===== config.mk =====
export PLATFORM = sky130hd
export DESIGN_NAME = program_loader
export DESIGN_NICKNAME = d
export VERILOG_FILES = /design/src/rtl/program_loader.sv
export SDC_FILE = /design/constraint.sdc
export NUM_CORES = 1
export LEC_CHECK = 0
export ABC_AREA = 1
export BUFFER_PORTS_ARGS = -buffer_cell sky130_fd_sc_hd__buf_2
export CAP_MARGIN = 20
export CELL_PAD_IN_SITES_DETAIL_PLACEMENT = 2
export CELL_PAD_IN_SITES_GLOBAL_PLACEMENT = 2
export CORE_UTILIZATION = 33
export DETAILED_ROUTE_END_ITERATION = 16
export GPL_ROUTABILITY_DRIVEN = 0
export PLACE_DENSITY = 0.84
export SLEW_MARGIN = 0
export SYNTH_ARGS = -nofsm -noshare
export SYNTH_HDL_FRONTEND = slang
export SYNTH_SLANG_ARGS = --single-unit

===== constraint.sdc =====
create_clock -name clk -period 3.2 [get_ports clk]
set_clock_uncertainty 0.05 [all_clocks]
set_input_delay 0.32 -clock clk [delete_from_list [all_inputs] [get_ports clk]]
set_output_delay 0.32 -clock clk [all_outputs]
set_load 0.05 [all_outputs]

===== src/rtl/program_loader.sv =====
// -----------------------------------------------------------------------------
// program_loader
//
// Purpose:
//   Loads a program image from a UART byte stream into a RAM. The stream is a
//   4-byte little-endian word count N followed by N little-endian 32-bit words.
//   Word k is written to RAM address BASE_ADDR + 2*k. The RAM is addressed in
//   byte pairs, so every word uses two address steps and bit 0 is always 0.
//
// Ports:
//   clk                - single clock, rising edge
//   rst                - synchronous, active-high reset
//   rx_data[7:0]       - received byte from the UART receiver
//   rx_valid           - one-cycle strobe qualifying rx_data
//   ram_write_address  - RAM write address (held between writes)
//   ram_write_enable   - one-cycle RAM write strobe
//   ram_write_data     - assembled 32-bit word (held between writes)
//   busy               - header partly received, or load in progress
//   load_done          - level, all N words written (or N was 0)
//   overflow_error     - level, N exceeds the RAM space above BASE_ADDR
//   words_loaded       - number of words written since reset
//   dbg_state          - current FSM state, for observation only
//
// Handshake:
//   rx_valid/rx_data form a valid-only stream with no ready. Every byte
//   strobed in HEADER or LOAD is consumed the cycle it is presented. Bytes that
//   arrive in DONE or ERROR, or after the last word of a load has been received,
//   are dropped. A byte presented while rst is high is dropped.
// -----------------------------------------------------------------------------

`ifndef RAM_ADDRESS_BITWIDTH
`define RAM_ADDRESS_BITWIDTH 16
`endif

module program_loader #(
  parameter int ADDR_W    = `RAM_ADDRESS_BITWIDTH,
  parameter int BASE_ADDR = 0
) (
  input  logic              clk,
  input  logic              rst,
  input  logic [7:0]        rx_data,
  input  logic              rx_valid,
  output logic [ADDR_W-1:0] ram_write_address,
  output logic              ram_write_enable,
  output logic [31:0]       ram_write_data,
  output logic              busy,
  output logic              load_done,
  output logic              overflow_error,
  output logic [ADDR_W-1:0] words_loaded,
  output logic [1:0]        dbg_state
);

  typedef enum logic [1:0] {
    ST_HEADER = 2'd0,
    ST_LOAD   = 2'd1,
    ST_DONE   = 2'd2,
    ST_ERROR  = 2'd3
  } state_e;

  // Number of words that fit between BASE_ADDR and the top of the RAM. Held
  // in 33 bits so it can be compared with any 32-bit word count.
  localparam logic [32:0] CAP =
    ((33'd1 << ADDR_W) - 33'(BASE_ADDR)) >> 1;
  localparam logic [ADDR_W-1:0] BASE = ADDR_W'(BASE_ADDR);

  state_e            state_q;
  logic [1:0]        cnt_q;      // byte lane of the next byte
  logic [31:0]       asm_q;      // assembly register for the current word
  logic [31:0]       n_q;        // latched word count
  logic              pend_q;     // a complete word waits for its write cycle
  logic [31:0]       hold_q;     // the word waiting to be written
  logic              we_q;
  logic [ADDR_W-1:0] addr_q;
  logic [31:0]       data_q;
  logic              busy_q;
  logic              done_q;
  logic              err_q;
  logic [ADDR_W-1:0] words_q;

  logic              last_pend;
  logic              accept;
  logic [1:0]        cnt_d;
  logic [31:0]       word_d;
  logic [ADDR_W-1:0] addr_d;

  always_comb begin
    // The final word is complete once it is pending; anything that arrives
    // after it belongs to no word and is dropped.
    last_pend = pend_q && ((32'(words_q) + 32'd1) == n_q);
    accept    = rx_valid &&
                ((state_q == ST_HEADER) || ((state_q == ST_LOAD) && !last_pend));
    cnt_d     = cnt_q + 2'd1;
    word_d    = asm_q;
    word_d[{cnt_q, 3'b000} +: 8] = rx_data;
    addr_d    = BASE + (words_q << 1);
  end

  always_ff @(posedge clk) begin
    if (rst) begin
      state_q <= ST_HEADER;
      cnt_q   <= 2'd0;
      asm_q   <= 32'd0;
      n_q     <= 32'd0;
      pend_q  <= 1'b0;
      hold_q  <= 32'd0;
      we_q    <= 1'b0;
      addr_q  <= BASE;
      data_q  <= 32'd0;
      busy_q  <= 1'b0;
      done_q  <= 1'b0;
      err_q   <= 1'b0;
      words_q <= '0;
    end else begin
      we_q <= 1'b0;

      if (accept) begin
        cnt_q <= cnt_d;
        asm_q <= word_d;
      end

      case (state_q)
        ST_HEADER: begin
          if (accept) begin
            busy_q <= 1'b1;
            if (cnt_q == 2'd3) begin
              n_q <= word_d;
              if (word_d == 32'd0) begin
                state_q <= ST_DONE;
                busy_q  <= 1'b0;
                done_q  <= 1'b1;
              end else if ({1'b0, word_d} > CAP) begin
                state_q <= ST_ERROR;
                busy_q  <= 1'b0;
                err_q   <= 1'b1;
              end else begin
                state_q <= ST_LOAD;
              end
            end
          end
        end

        ST_LOAD: begin
          // Write cycle for the word completed on the previous edge.
          if (pend_q) begin
            we_q    <= 1'b1;
            data_q  <= hold_q;
            addr_q  <= addr_d;
            words_q <= words_q + ADDR_W'(1);
            pend_q  <= 1'b0;
            if (last_pend) begin
              state_q <= ST_DONE;
              busy_q  <= 1'b0;
              done_q  <= 1'b1;
            end
          end
          // The assembled word moves to a separate holding register so
          // byte 0 of the next word can land during the write cycle.
          if (accept && (cnt_q == 2'd3)) begin
            hold_q <= word_d;
            pend_q <= 1'b1;
          end
        end

        ST_DONE, ST_ERROR: begin
          // Terminal until reset.
        end

        default: begin
          state_q <= ST_HEADER;
        end
      endcase
    end
  end

  assign ram_write_address = addr_q;
  assign ram_write_enable  = we_q;
  assign ram_write_data    = data_q;
  assign busy              = busy_q;
  assign load_done         = done_q;
  assign overflow_error    = err_q;
  assign words_loaded      = words_q;
  assign dbg_state         = state_q;

endmodule


## Yosys cells after proc, flatten, opt, wreduce, memory -nomap -nowiden

Index checks and enable logic that the tools add are counted.

| word-level totals | value |
|---|---|
| bits in read-only memories | 0 |
| bits in writable memories | 0 |
| logic and storage cells | 70 |
| memories kept | 0 |
| flip-flop bits (word level) | 168 |
| latch bits | 0 |
| bits of input ports | 11 |
| output and inout port bits | 70 |

| operators by class | value |
|---|---|
| shifts and indexed selects | 2 |
| div/mod/pow operators | 0 |
| reduce and logical (&&, ||, !) cells | 17 |
| order comparisons | 1 |
| $add $sub $neg | 4 |
| bitwise gates (word level) | 2 |
| multiply operators | 0 |
| equal/unequal tests | 8 |
| multiplexer cells | 23 |

Operators with widths:

| kind | number |
|---|---|
| 32-bit bitwise mux | 1 |
| 17-bit by 32-bit == test with 1-bit output | 1 |
| 32-bit by 16-bit greater-than comparator with 1-bit output (second input constant) | 1 |
| 32-bit logical NOT | 1 |
| 8-bit by 7-bit variable shift with 32-bit output (first input constant) | 1 |
| 8-bit by 7-bit variable part select with 32-bit output | 1 |
| 16-bit by 1-bit adder with 17-bit output (second input constant) | 1 |
| 16-bit by 1-bit adder with 16-bit output (second input constant) | 1 |
| 1-bit 2-to-1 mux | 13 |
| 2-bit 2-to-1 mux | 6 |
| 5-bit AND reduction | 2 |
| 5-bit negator with 7-bit output | 1 |
| 2-bit inequality test (second input constant) | 3 |
| 6-bit AND reduction | 1 |
| 1-bit logical AND | 4 |
| 2-bit by 1-bit inequality test with 1-bit output (second input constant) | 2 |
| 1-bit one-hot mux with 2 select lines | 2 |
| 2-bit one-hot mux with 2 select lines | 1 |
| 2-bit AND reduction | 2 |
| 4-bit AND reduction | 1 |
| 3-bit AND reduction | 1 |
| 2-bit by 1-bit adder with 2-bit output (second input constant) | 1 |
| 2-bit by 1-bit == test with 1-bit output (second input constant) | 1 |
| 2-bit == test (second input constant) | 1 |
| other kinds (6) | 7 |

## Longest topological paths before layout

Gate-level depths: netlist (run 1).

| depth | value |
|---|---|
| depth after elaboration | 9 |
| gate-level depth with buffers | 18 |
| depth with buffers taken out | 17 |

## Worst setup path after synthesis (run 1)

Ideal clock, no wire load.

| timing path | value |
|---|---|
| path type | register to register |
| start point | register words_q[1], in the netlist words_loaded[1] |
| end point | register hold_q[25] |
| path buffers | 2 |
| required time | 3.022 ns |
| stages on the path, launching flop included | 17 |
| slack | 0.658 ns |
| period minus slack after synthesis | 2.542 ns |
| setup time | 0.128 ns |
| arrival time | 2.365 ns |
| path through | dfxtp_1 > ha_1 > nand2_1 > nor2_4 > nand2_2 > nor2_1 > nand2_1 > nand3_1 > nand2_1 > nand3_1 > nor2_2 > nand3_2 > buf_6 > buf_2 > nand4_1 > nand2_1 > nor2_1 |

| on the way | value |
|---|---|
| cells in the longest elaborated chain, start to end | 9 |

Ends and longest elaborated chain:

| item | RTL line | source |
|---|---|---|
| from (decl) | 78 | `logic [ADDR_W-1:0] words_q;` |
| from (signal assigned) | 148 | `words_q <= words_q + ADDR_W'(1);` |
| 16-bit by 1-bit adder with 17-bit output | 89 | `last_pend = pend_q && ((32'(words_q) + 32'd1) == n_q);` |
| 17-bit by 32-bit == test with 1-bit output | 89 |  |
| 1-bit logical AND | 89 |  |
| 1-bit logical NOT | 91 | `((state_q == ST_HEADER) \|\| ((state_q == ST_LOAD) && !last_pend));` |
| 1-bit logical AND | 91 |  |
| 1-bit logical OR | 91 |  |
| 1-bit logical AND | 90 | `accept = rx_valid &&` |
| 1-bit logical AND | 158 | `if (accept && (cnt_q == 2'd3)) begin` |
| 2-bit AND reduction (no source line) | n/a |  |
| to (signal assigned) | 159 | `hold_q <= word_d;` |
| to (decl) | 71 | `logic [31:0] hold_q;` |

No other way between the ends.
A chain may end at the register's enable or synchronous reset.

## Final worst setup path (run 1)

| timing path | value |
|---|---|
| start point | register words_q[1], in the netlist words_loaded[1] |
| end point | register asm_q[3] |

| on the way | value |
|---|---|
| cells in the longest elaborated chain, start to end | 7 |

Ends and longest elaborated chain:

| item | RTL line | source |
|---|---|---|
| 16-bit by 1-bit adder with 17-bit output | 89 |  |
| 17-bit by 32-bit == test with 1-bit output | 89 |  |
| 1-bit logical AND | 89 |  |
| 1-bit logical NOT | 91 |  |
| 1-bit logical AND | 91 |  |
| 1-bit logical OR | 91 |  |
| 1-bit logical AND | 90 |  |
| to (signal assigned) | 118 | `asm_q <= word_d;` |
| to (decl) | 68 | `logic [31:0] asm_q;` |

No other way between the ends.

==> reports/metrics.yaml, run 1 <==
dieArea_um2: 23500
initial_core_util_pct: 34.1
max_slew.worst_pin.slew_ps: 732
post_synth_instance_area_um2: 7540
crit_fanout: 34
core_um2: 22100
io_pins: 81
cts_max_level: 4
wire_per_inst_um: 17.9
fin_util_pct: 39.6
num_antenna_cells: 0
crit_path_start_kind: "register"
synth_top_cell_area_share_pct: 44.6
hold_path.class: "in2reg"
drt-total-wl_um: 25500
seq_power_share_pct: 48.0
p_leak_nw: 3.93
clock-sinks: 168
clock_tree.root_cell: "clkbuf_16"
crit_type: "reg2reg"
cts_inserted_buffers: 17
max-cap-violations: 0
vdd_ir_drop_max_mv: 0.384
areaGrowthSynthToFinish_pct: 16.0
synth_warnings: 0
grt_use_total_pct: 22.5
rsz0062_at_grt: "false"
ys_ff_latch: 168
synth_cell_types: 33
dr_total_vias: 7292
drtAntennaViolNets: 0
yosysSeqAreaShare_pct: 44.6
slew_violations: 0
nets: 1150
drive_gt1_share_pct: 12.6
finalHoldViolations: 0
outcome: "finished clean"
cts_tree: "built"
antenna_found_initial: 0
layout_setup_ws_ps: 289
dp_cells: 1393
grt_pass1_vias: 7710
pre_cts_ws_ps: 88.5
setup_viol: 0
p_comb_share_pct: 5.4
clockPowerShare_pct: 46.6
p_sw_share_pct: 24.7
fillers: 2610
period_needed_ps: 2910
crit_path_end_kind: "register"
finalCritPeriodShare_pct: 91.0
synthTopCellsByArea: "dfxtp_1, nand2_1, a21oi_1"
grt_max_degree: 107
instances_no_fill: 1425
routed_via_density: 5.12
die_x_um: 153
rows: 54
p_per_area_nw_per_um2: 505
overflow: 0
internal_power_w: 0.00333
drc: 0
port_buffers: 79
synthCells: 1081
postCtsSetupBuffers: 0
fmax_mhz: 344
clk_pin_slew_worst_paths_ps: 70
slew_headroom_pct: 51.2
grt_pass1_wl_um: 41500
power_w: 0.00442
synth_top_area_cell: "dfxtp_1"
p_switching_w: 0.00109
critPathRequiredTime_ps: 3510
fin_setup_tns_ps: 0
insertion_delay_ps: 440
cts_buffer_depth: 2
die_h_um: 153
dpl.hpwl_um: 17500
reg2reg_slack_ps: 290
syn_avg_cell_area_um2: 6.98
arrival_ps: 3220
dr.pass1.iters: 4
drt_iter0_markers: 256
synth_nets: 1099
## critical path, cell delays in order (launching register included)
cell and delay (ps):
dfxtp_1 450, ha_1 240, nand2_1 130, nor2_4 240, nand3_1 160, nand3_1 130
nand2_1 50, inv_1 50, nand2_1 70, nor2_1 100, nand2_1 70, nor2_2 150
nand3_2 130, buf_4 260, nand2_8 240, nand2_1 80, a21oi_1 170
## cell usage in the layout, fill, tap and decap left out, drive strengths merged, types with 4 or more instances in the layout
master / instances
dfxtp: 168
nand2: 213
inv: 144
clkinv: 5
nand3: 71
o22ai: 10
xor2: 4
nand4: 18
ha: 7
buf: 93
clkbuf: 24
a21oi: 136
o211ai: 4
o21ai: 107
nor2: 128
## cell usage after synthesis
| cell type | n |
|---|---|
| ha_1 | 7 |
| xnor2_1 | 1 |
| and2_1 | 1 |
| nand3_2 | 2 |
| xor2_1 | 4 |
| o21ai_0 | 105 |
| xor3_1 | 1 |
| nor3_1 | 1 |
| nor2_2 | 4 |
| buf_4 | 1 |
| dfxtp_1 | 168 |
| nand4_1 | 18 |
| conb_1 | 1 |
| o21a_1 | 1 |
| o22ai_1 | 10 |
| clkbuf_1 | 37 |
| buf_2 | 11 |
| o211ai_1 | 4 |
| inv_1 | 139 |
| inv_2 | 2 |
| clkinv_1 | 2 |
| nand3b_1 | 3 |
| xnor3_1 | 2 |
| nor2_4 | 3 |
| nand2_8 | 1 |
| nor2_1 | 121 |
| nand3_1 | 69 |
| o21ai_1 | 2 |
| buf_1 | 8 |
| buf_6 | 4 |
| a21oi_1 | 136 |
| nand2_1 | 209 |
| nand2_2 | 3 |
## repair_timing
| item | 4_1_cts | 5_1_grt |
|---|---|---|
| setup endpoints to repair | 1 | 6 |
| pin swaps | 0 | 0 |
| hold buffers | 0 | 0 |
| gates resized for setup | 1 | 11 |
## flip-flops by register name, indices dropped and copies added (netlist names)
register,count
cnt_q,2
ram_write_address,15
n_q,32
asm_q,32
ram_write_enable,1
load_done,1
busy,1
pend_q,1
hold_q,32
dbg_state,2
ram_write_data,32
overflow_error,1
words_loaded,16
## path summary, 6_finish.rpt
check	start	to	depth (start not counted)
hold reg to reg	hold_q[18]$_SDFFE_PP0P_	ram_write_data[18]$_SDFFE_PP0P_	2
setup / recovery	words_loaded[1]$_SDFFE_PP0P_	asm_q[3]$_SDFFE_PP0N_	16
setup reg to reg	words_loaded[1]$_SDFFE_PP0P_	asm_q[3]$_SDFFE_PP0N_	16
hold / removal	rx_data[0]	n_q[0]$_SDFFE_PP0P_	5
## power by group through the flow
stage	clock network, W	registers, W	logic [W]
floorplan	0	0.00217	0.000150
finish	0.00206	0.00212	0.000239
global route	0.00218	0.00212	0.000262
CTS	0.00210	0.00212	0.000237
global placement	0	0.00217	0.000226
detailed placement	0	0.00217	0.000230
## metrics by stage
stage / instance area (um^2) / hold slack (ps)
2_1_floorplan: 7540 / 380
3_3_place_gp: 8170 / 395
5_1_grt: 8750 / 399
6_report: 8750 / 367
4_1_cts: 8740 / 353
3_5_place_dp: 8170 / 401
## cell type report
cell class,count,area (um^2),area share [%]
flip-flops and latches,168,3370,38.5
multi-input cells,709,3390,38.8
well taps,280,350,4.00
clock buffers,24,492,5.62
clock inverters,8,86.3,0.987
repair buffers,93,526,6.01
inverters,143,537,6.13
## metal layers
layer  global-route usage [%]  share of wire (%)  up-vias
li1                         -                  -     3572
met1                     28.8                 47     3579
met2                     38.1                 48      105
met3                     3.49                2.7       36
met4                     8.23                2.1        0
met5                        0                  0        -
## cell families after synthesis
family	Yosys count	share of synthesized area, %
buffers and inverters	204	10.8
AO/OA/AOI/OAI	258	17.4
XOR/XNOR	8	1.49
AND/OR/NAND/NOR	435	24.5
adder cells (fa/ha/maj)	7	1.16
other	1	0.0497
flip-flops	168	44.6
Power figures use the tool's default switching activity.
==> run 2, diff against run 1 <==
CORE_UTILIZATION = 30   (was 33)
PLACE_DENSITY = 0.81   (was 0.84)
clock period = 2.5 ns   (was 3.2 ns; I/O delays follow)
==> reports/metrics.yaml, run 2 (synthesis gave the netlist of run 1 again) <==
outcome: "finished, violations left"
violations: "setup timing"
period_needed_ps: 2580  # -326 ps
critPathRequiredTime_ps: 2810  # -700 ps
hold_path.class: "in2reg"
cts_max_level: 4  # unchanged
crit_buf_inv: 4  # +2
grt_use_total_pct: 25.0  # +2.5 points
fmax_mhz: 387  # +13%
cts_tree: "built"
routed_via_density: 5.27  # +3.1%
grt_pass1_vias: 8762  # +14%
dr_total_vias: 8269  # +13%
antenna_found_initial: 1  # +1
crit_path_cell_trace: "ha_4 > nand2_4 > nor2_4 > nand2_2 > nand3_2 > nand2_1 > inv_2 > nand2_2 > nor2_2 > nand3_2 > nor2_4 > nand3_4 > nand3_4 > buf_12 > buf_12 > buf_16 > nand2_4 > nand2_1 > nor2_1"
clock_tree.root_cell: "clkbuf_16"
slowest_stage: "dfxtp_4"
wire_per_inst_um: 22.8  # +27%
slew_headroom_pct: 41.6  # -9.6 points
crit_path_start: "words_loaded[1]$_SDFFE_PP0P_"
max-cap-violations: 0  # unchanged
r2r-start: "words_loaded[1]$_SDFFE_PP0P_"
crit_path_start_kind: "register"
cts_inserted_buffers: 17  # unchanged
rr_worst_depth: 19  # +3
fillers: 2805  # +7.5%
endpoint: "hold_q[2]$_SDFFE_PP0P_"
rows: 57  # +5.6%
fin_area_um2: 10500  # +20%
initial_core_util_pct: 30.8  # -3.3 points
crit_type: "reg2reg"
fin_util_pct: 42.8  # +3.2 points
p_per_area_nw_per_um2: 568  # +13%
die_x_um: 161  # +4.8%
dr.pass1.iters: 5  # +1
finalCritPeriodShare_pct: 103  # +12 points
grt_pass1_wl_um: 49700  # +20%
worst_hold_startpoint: "rx_data[7]"
slew_violations: 0  # unchanged
areaGrowthSynthToFinish_pct: 38.8
place_area_um2: 8730  # +7.0%
drt-total-wl_um: 35700  # +40%
insertion_delay_ps: 460  # +20 ps
drc: 0  # unchanged
drtAntennaViolNets: 0  # unchanged
arrival_ps: 2900  # -320 ps
clock-sinks: 168  # unchanged
overflow: 0  # unchanged
max_slew.worst_pin.slew_ps: 876  # +144 ps
finalHoldViolations: 0  # unchanged
path_delay_family: "simple AND/OR/NAND/NOR gates"
reg2reg_slack_ps: -80  # -370 ps
vdd_ir_drop_max_mv: 0.326  # -15%
drt_iter0_markers: 450  # +76%
grt_max_degree: 83  # -22%
crit_path_end_kind: "register"
nets: 1249  # +8.6%
port_buffers: 79  # unchanged
setup_viol: 36  # +36
core_um2: 24500  # +11%
rr_endpoint: "hold_q[2]$_SDFFE_PP0P_"
cp_slowest_stage_delay_ps: 380  # -70 ps
dieArea_um2: 25800  # +9.9%
path_depth: 19  # +3
io_pins: 81  # unchanged
ctsHoldBuffers: 0  # unchanged
layout_setup_ws_ps: -84.3  # -374 ps
die_h_um: 161  # +4.8%
clk_pin_slew_worst_paths_ps: 70  # about the same
crit_fanout: 6  # -82%
cts_buffer_depth: 2  # unchanged
final_cell_mix: "nand2_1, dfxtp_1, inv_1"
p_leak_nw: 4.60  # +17%
layout_commonest_cell: "nand2_1"
drive_gt1_share_pct: 31.2  # +19 points
dpl.hpwl_um: 18800  # +7.6%
num_antenna_cells: 0  # unchanged
rsz0062_at_grt: "true"
run 2: power by group:
| group | switching, W | internal, W |
|---|---|---|
| sequential | 0.0000186 | 0.00269 |
| combinational | 0.000345 | 0.000159 |
| clock | 0.00131 | 0.00143 |
run 2: worst min-delay path, delay by kind of cell:
family | cells | cell delay [ps]
AND/OR/NAND/NOR | 1 | 90
AO/OA/AOI/OAI | 2 | 170
buffers and inverters | 2 | 240
run 2: per-stage QoR:
step,power (W),hold WS [ps],TNS (ps),cells,worst slack (ps)
floorplan,0.00296,380,0,1081,53.4
detailed placement,0.00312,400,-3420,1500,-109
global route,0.00609,310,-8450,1568,-198
CTS,0.00583,276,-1510,1552,-75.1
finish,0.00595,304,-859,1568,-84.3
global placement,0.00310,394,0,1500,47.4
run 2: layout make-up:
cell class | count | area, um^2 | share of cell area (%)
Multi-Input combinational cell | 712 | 4080 | 38.9
Tap cell | 324 | 405 | 3.87
Timing Repair Buffer | 189 | 1480 | 14.1
Inverter | 143 | 549 | 5.25
Sequential cell | 168 | 3380 | 32.3
Clock inverter | 14 | 138 | 1.31
Clock buffer | 18 | 439 | 4.19
run 2: layer usage:
metal  global-route usage [%]  wire length (um)
met1                     29.1             14300
met2                     45.0             18300
met3                     4.13              1490
met4                     10.6              1590
met5                        0                 0
run 2: timing repair:
action                     CTS  global route
pin swaps                   12            43
setup endpoints to repair   72            72
gates cloned                 7             2
buffers inserted            13            15
gates resized for setup     56           163
run 2: how the worst min path moves through the flow:
stage / to / slack (ps) / depth (start not counted)
2_1_floorplan: ram_write_data[10]$_SDFFE_PP0P_ / 380 / 2
3_5_place_dp: ram_write_data[29]$_SDFFE_PP0P_ / 400 / 2
3_3_place_gp: ram_write_data[29]$_SDFFE_PP0P_ / 390 / 2
5_1_grt: asm_q[23]$_SDFFE_PP0N_ / 310 / 5
4_1_cts: busy$_SDFFE_PP0P_ / 280 / 4
6_report: asm_q[23]$_SDFFE_PP0N_ / 300 / 5
==> run 3, diff against run 2 <==
PLACE_DENSITY = not set   (was 0.81)
PLACE_DENSITY_LB_ADDON = 0.08   (was not set)
REMOVE_ABC_BUFFERS = 1   (was not set)
==> reports/metrics.yaml, run 3 (synthesis gave the netlist of run 1 again) <==
die_x_um: 161  # unchanged
clk_pin_slew_worst_paths_ps: 70  # about the same
rsz0062_at_grt: "true"
outcome: "finished, violations left"
die_h_um: 161  # unchanged
num_antenna_cells: 0  # unchanged
holdWs_ps: 210  # -93.8 ps
crit_path_end_kind: "register"
areaGrowthSynthToFinish_pct: 34.5
io_pins: 81  # unchanged
antenna_found_initial: 0  # -1
dr.pass1.iters: 4  # -1
grt_max_degree: 61  # -27%
p_per_area_nw_per_um2: 582  # +2.4%
dieArea_um2: 25800  # unchanged
overflow: 0  # unchanged
instances_no_fill: 1565  # -0.19%
dr_total_vias: 7723  # -6.6%
power_w: 0.00590  # -0.75%
slew_violations: 0  # unchanged
nets: 1246  # -0.24%
finalHoldViolations: 0  # unchanged
setup_viol: 1  # -97%
port_buffers: 79  # unchanged
rows: 57  # unchanged
insertion_delay_ps: 440  # -20 ps
drt-total-wl_um: 28900  # -19%
crit_type: "reg2reg"
fmax_mhz: 396  # +2.4%
vdd_ir_drop_max_mv: 0.450  # +38%
dpl.hpwl_um: 18300  # -2.9%
p_leak_nw: 4.55  # -0.94%
worst_hold_startpoint: "rx_valid"
max_slew.worst_pin.slew_ps: 806  # -70.4 ps
slew_headroom_pct: 46.3  # +4.7 points
dp_cells: 1507  # +0.47%
routed_via_density: 4.93  # -6.4%
fin_util_pct: 41.5  # -1.3 points
drc: 0  # unchanged
arrival_ps: 2800  # -100 ps
critPathRequiredTime_ps: 2770  # -40 ps
crit_path_start_kind: "register"
wire_per_inst_um: 18.5  # -19%
drt_iter0_markers: 252  # -44%
cts_max_level: 4  # unchanged
crit_path_start: "words_loaded[0]$_SDFFE_PP0P_"
layout_setup_ws_ps: -23.5  # +60.8 ps
finalCritPeriodShare_pct: 101  # -2.4 points
cts_tree: "built"
drive_gt1_share_pct: 26.4  # -4.8 points
drtAntennaViolNets: 0  # unchanged
initial_core_util_pct: 30.8  # unchanged
grt_pass1_wl_um: 43100  # -13%
final_cell_mix: "nand2_1, dfxtp_1, inv_1"
crit_fanout: 9  # +3
core_um2: 24500  # unchanged
layout_commonest_cell: "nand2_1"
period_needed_ps: 2520  # -60.8 ps
cts_inserted_buffers: 17  # unchanged
hold_path.class: "in2reg"
cts_buffer_depth: 2  # unchanged
clock-sinks: 168  # unchanged
max-cap-violations: 0  # unchanged
grt_use_total_pct: 21.2  # -3.8 points
r2r-start: "words_loaded[0]$_SDFFE_PP0P_"
clock_tree.root_cell: "clkbuf_16"
pre_cts_ws_ps: -147  # -37.4 ps
grt_pass1_vias: 8075  # -7.8%
violations: "setup timing"
==> run 3: cell types whose count changed in the layout (fill, tap and decap cells not counted), sizes merged <==
cell / change
buf: -7
clkbuf: +3
clkinvlp: -1
inv: +1
nand2: +1
==> run 3: per-stage QoR <==
step / TNS (ps) / instance area, um^2
after floorplan: -220150 / 7270
after global placement: 0 / 8800
after detailed placement: -7280 / 8800
after CTS: -306 / 9630
after global routing: -3410 / 10100
final: -23.5 / 10100
==> run 3: power by group <==
| part | switching [W] | internal, W |
|---|---|---|
| registers | 0.0000134 | 0.00269 |
| logic | 0.000287 | 0.000144 |
| clock network | 0.00130 | 0.00146 |
==> run 3: layout make-up <==
class	instances	area, um^2
clock buffers	18	439
clock inverters	14	175
fillers	2875	14300
inverters	143	541
multi-input cells	713	3850
flip-flops and latches	168	3370
well taps	324	405
repair buffers	185	1370
==> run 3: per-layer routing <==
layer	vias up	track usage, %	part of all wire, %
met5	-	0	0
met3	38	3.64	2.4
met4	0	6.06	2.1
li1	3772	-	-
met2	107	36.3	49
met1	3806	27.4	46
==> run 3: critical path, cell delays in order, from the launching register on <==
cell,delay (ps)
dfxtp_2,360
ha_4,170
nand2_4,60
nor2_4,210
buf_6,150
nand3_4,80
xor3_1,380
nand3_2,110
nor2_4,50
nand3_4,110
buf_12,200
buf_12,150
nand3_2,60
a21oi_1,270
==> run 3: repair_timing <==
item / in CTS / in global routing
hold buffers: 0 / 0
resized for setup: 35 / 89
setup endpoints to repair: 72 / 72
gates cloned: 3 / 6
buffers inserted: 3 / 15
pin swaps: 7 / 29
endpoints found under the hold margin: 0 / 0
==> run 3: path summary, 6_finish.rpt <==
check                                                        to  slack (ps)  cells after the start
worst max-delay path                     asm_q[24]$_SDFFE_PP0N_         -20                     13
worst min-delay path                          busy$_SDFFE_PP0P_         210                      4
worst max register to register           asm_q[24]$_SDFFE_PP0N_         -20                     13
worst min register to register  ram_write_data[26]$_SDFFE_PP0P_         410                      2
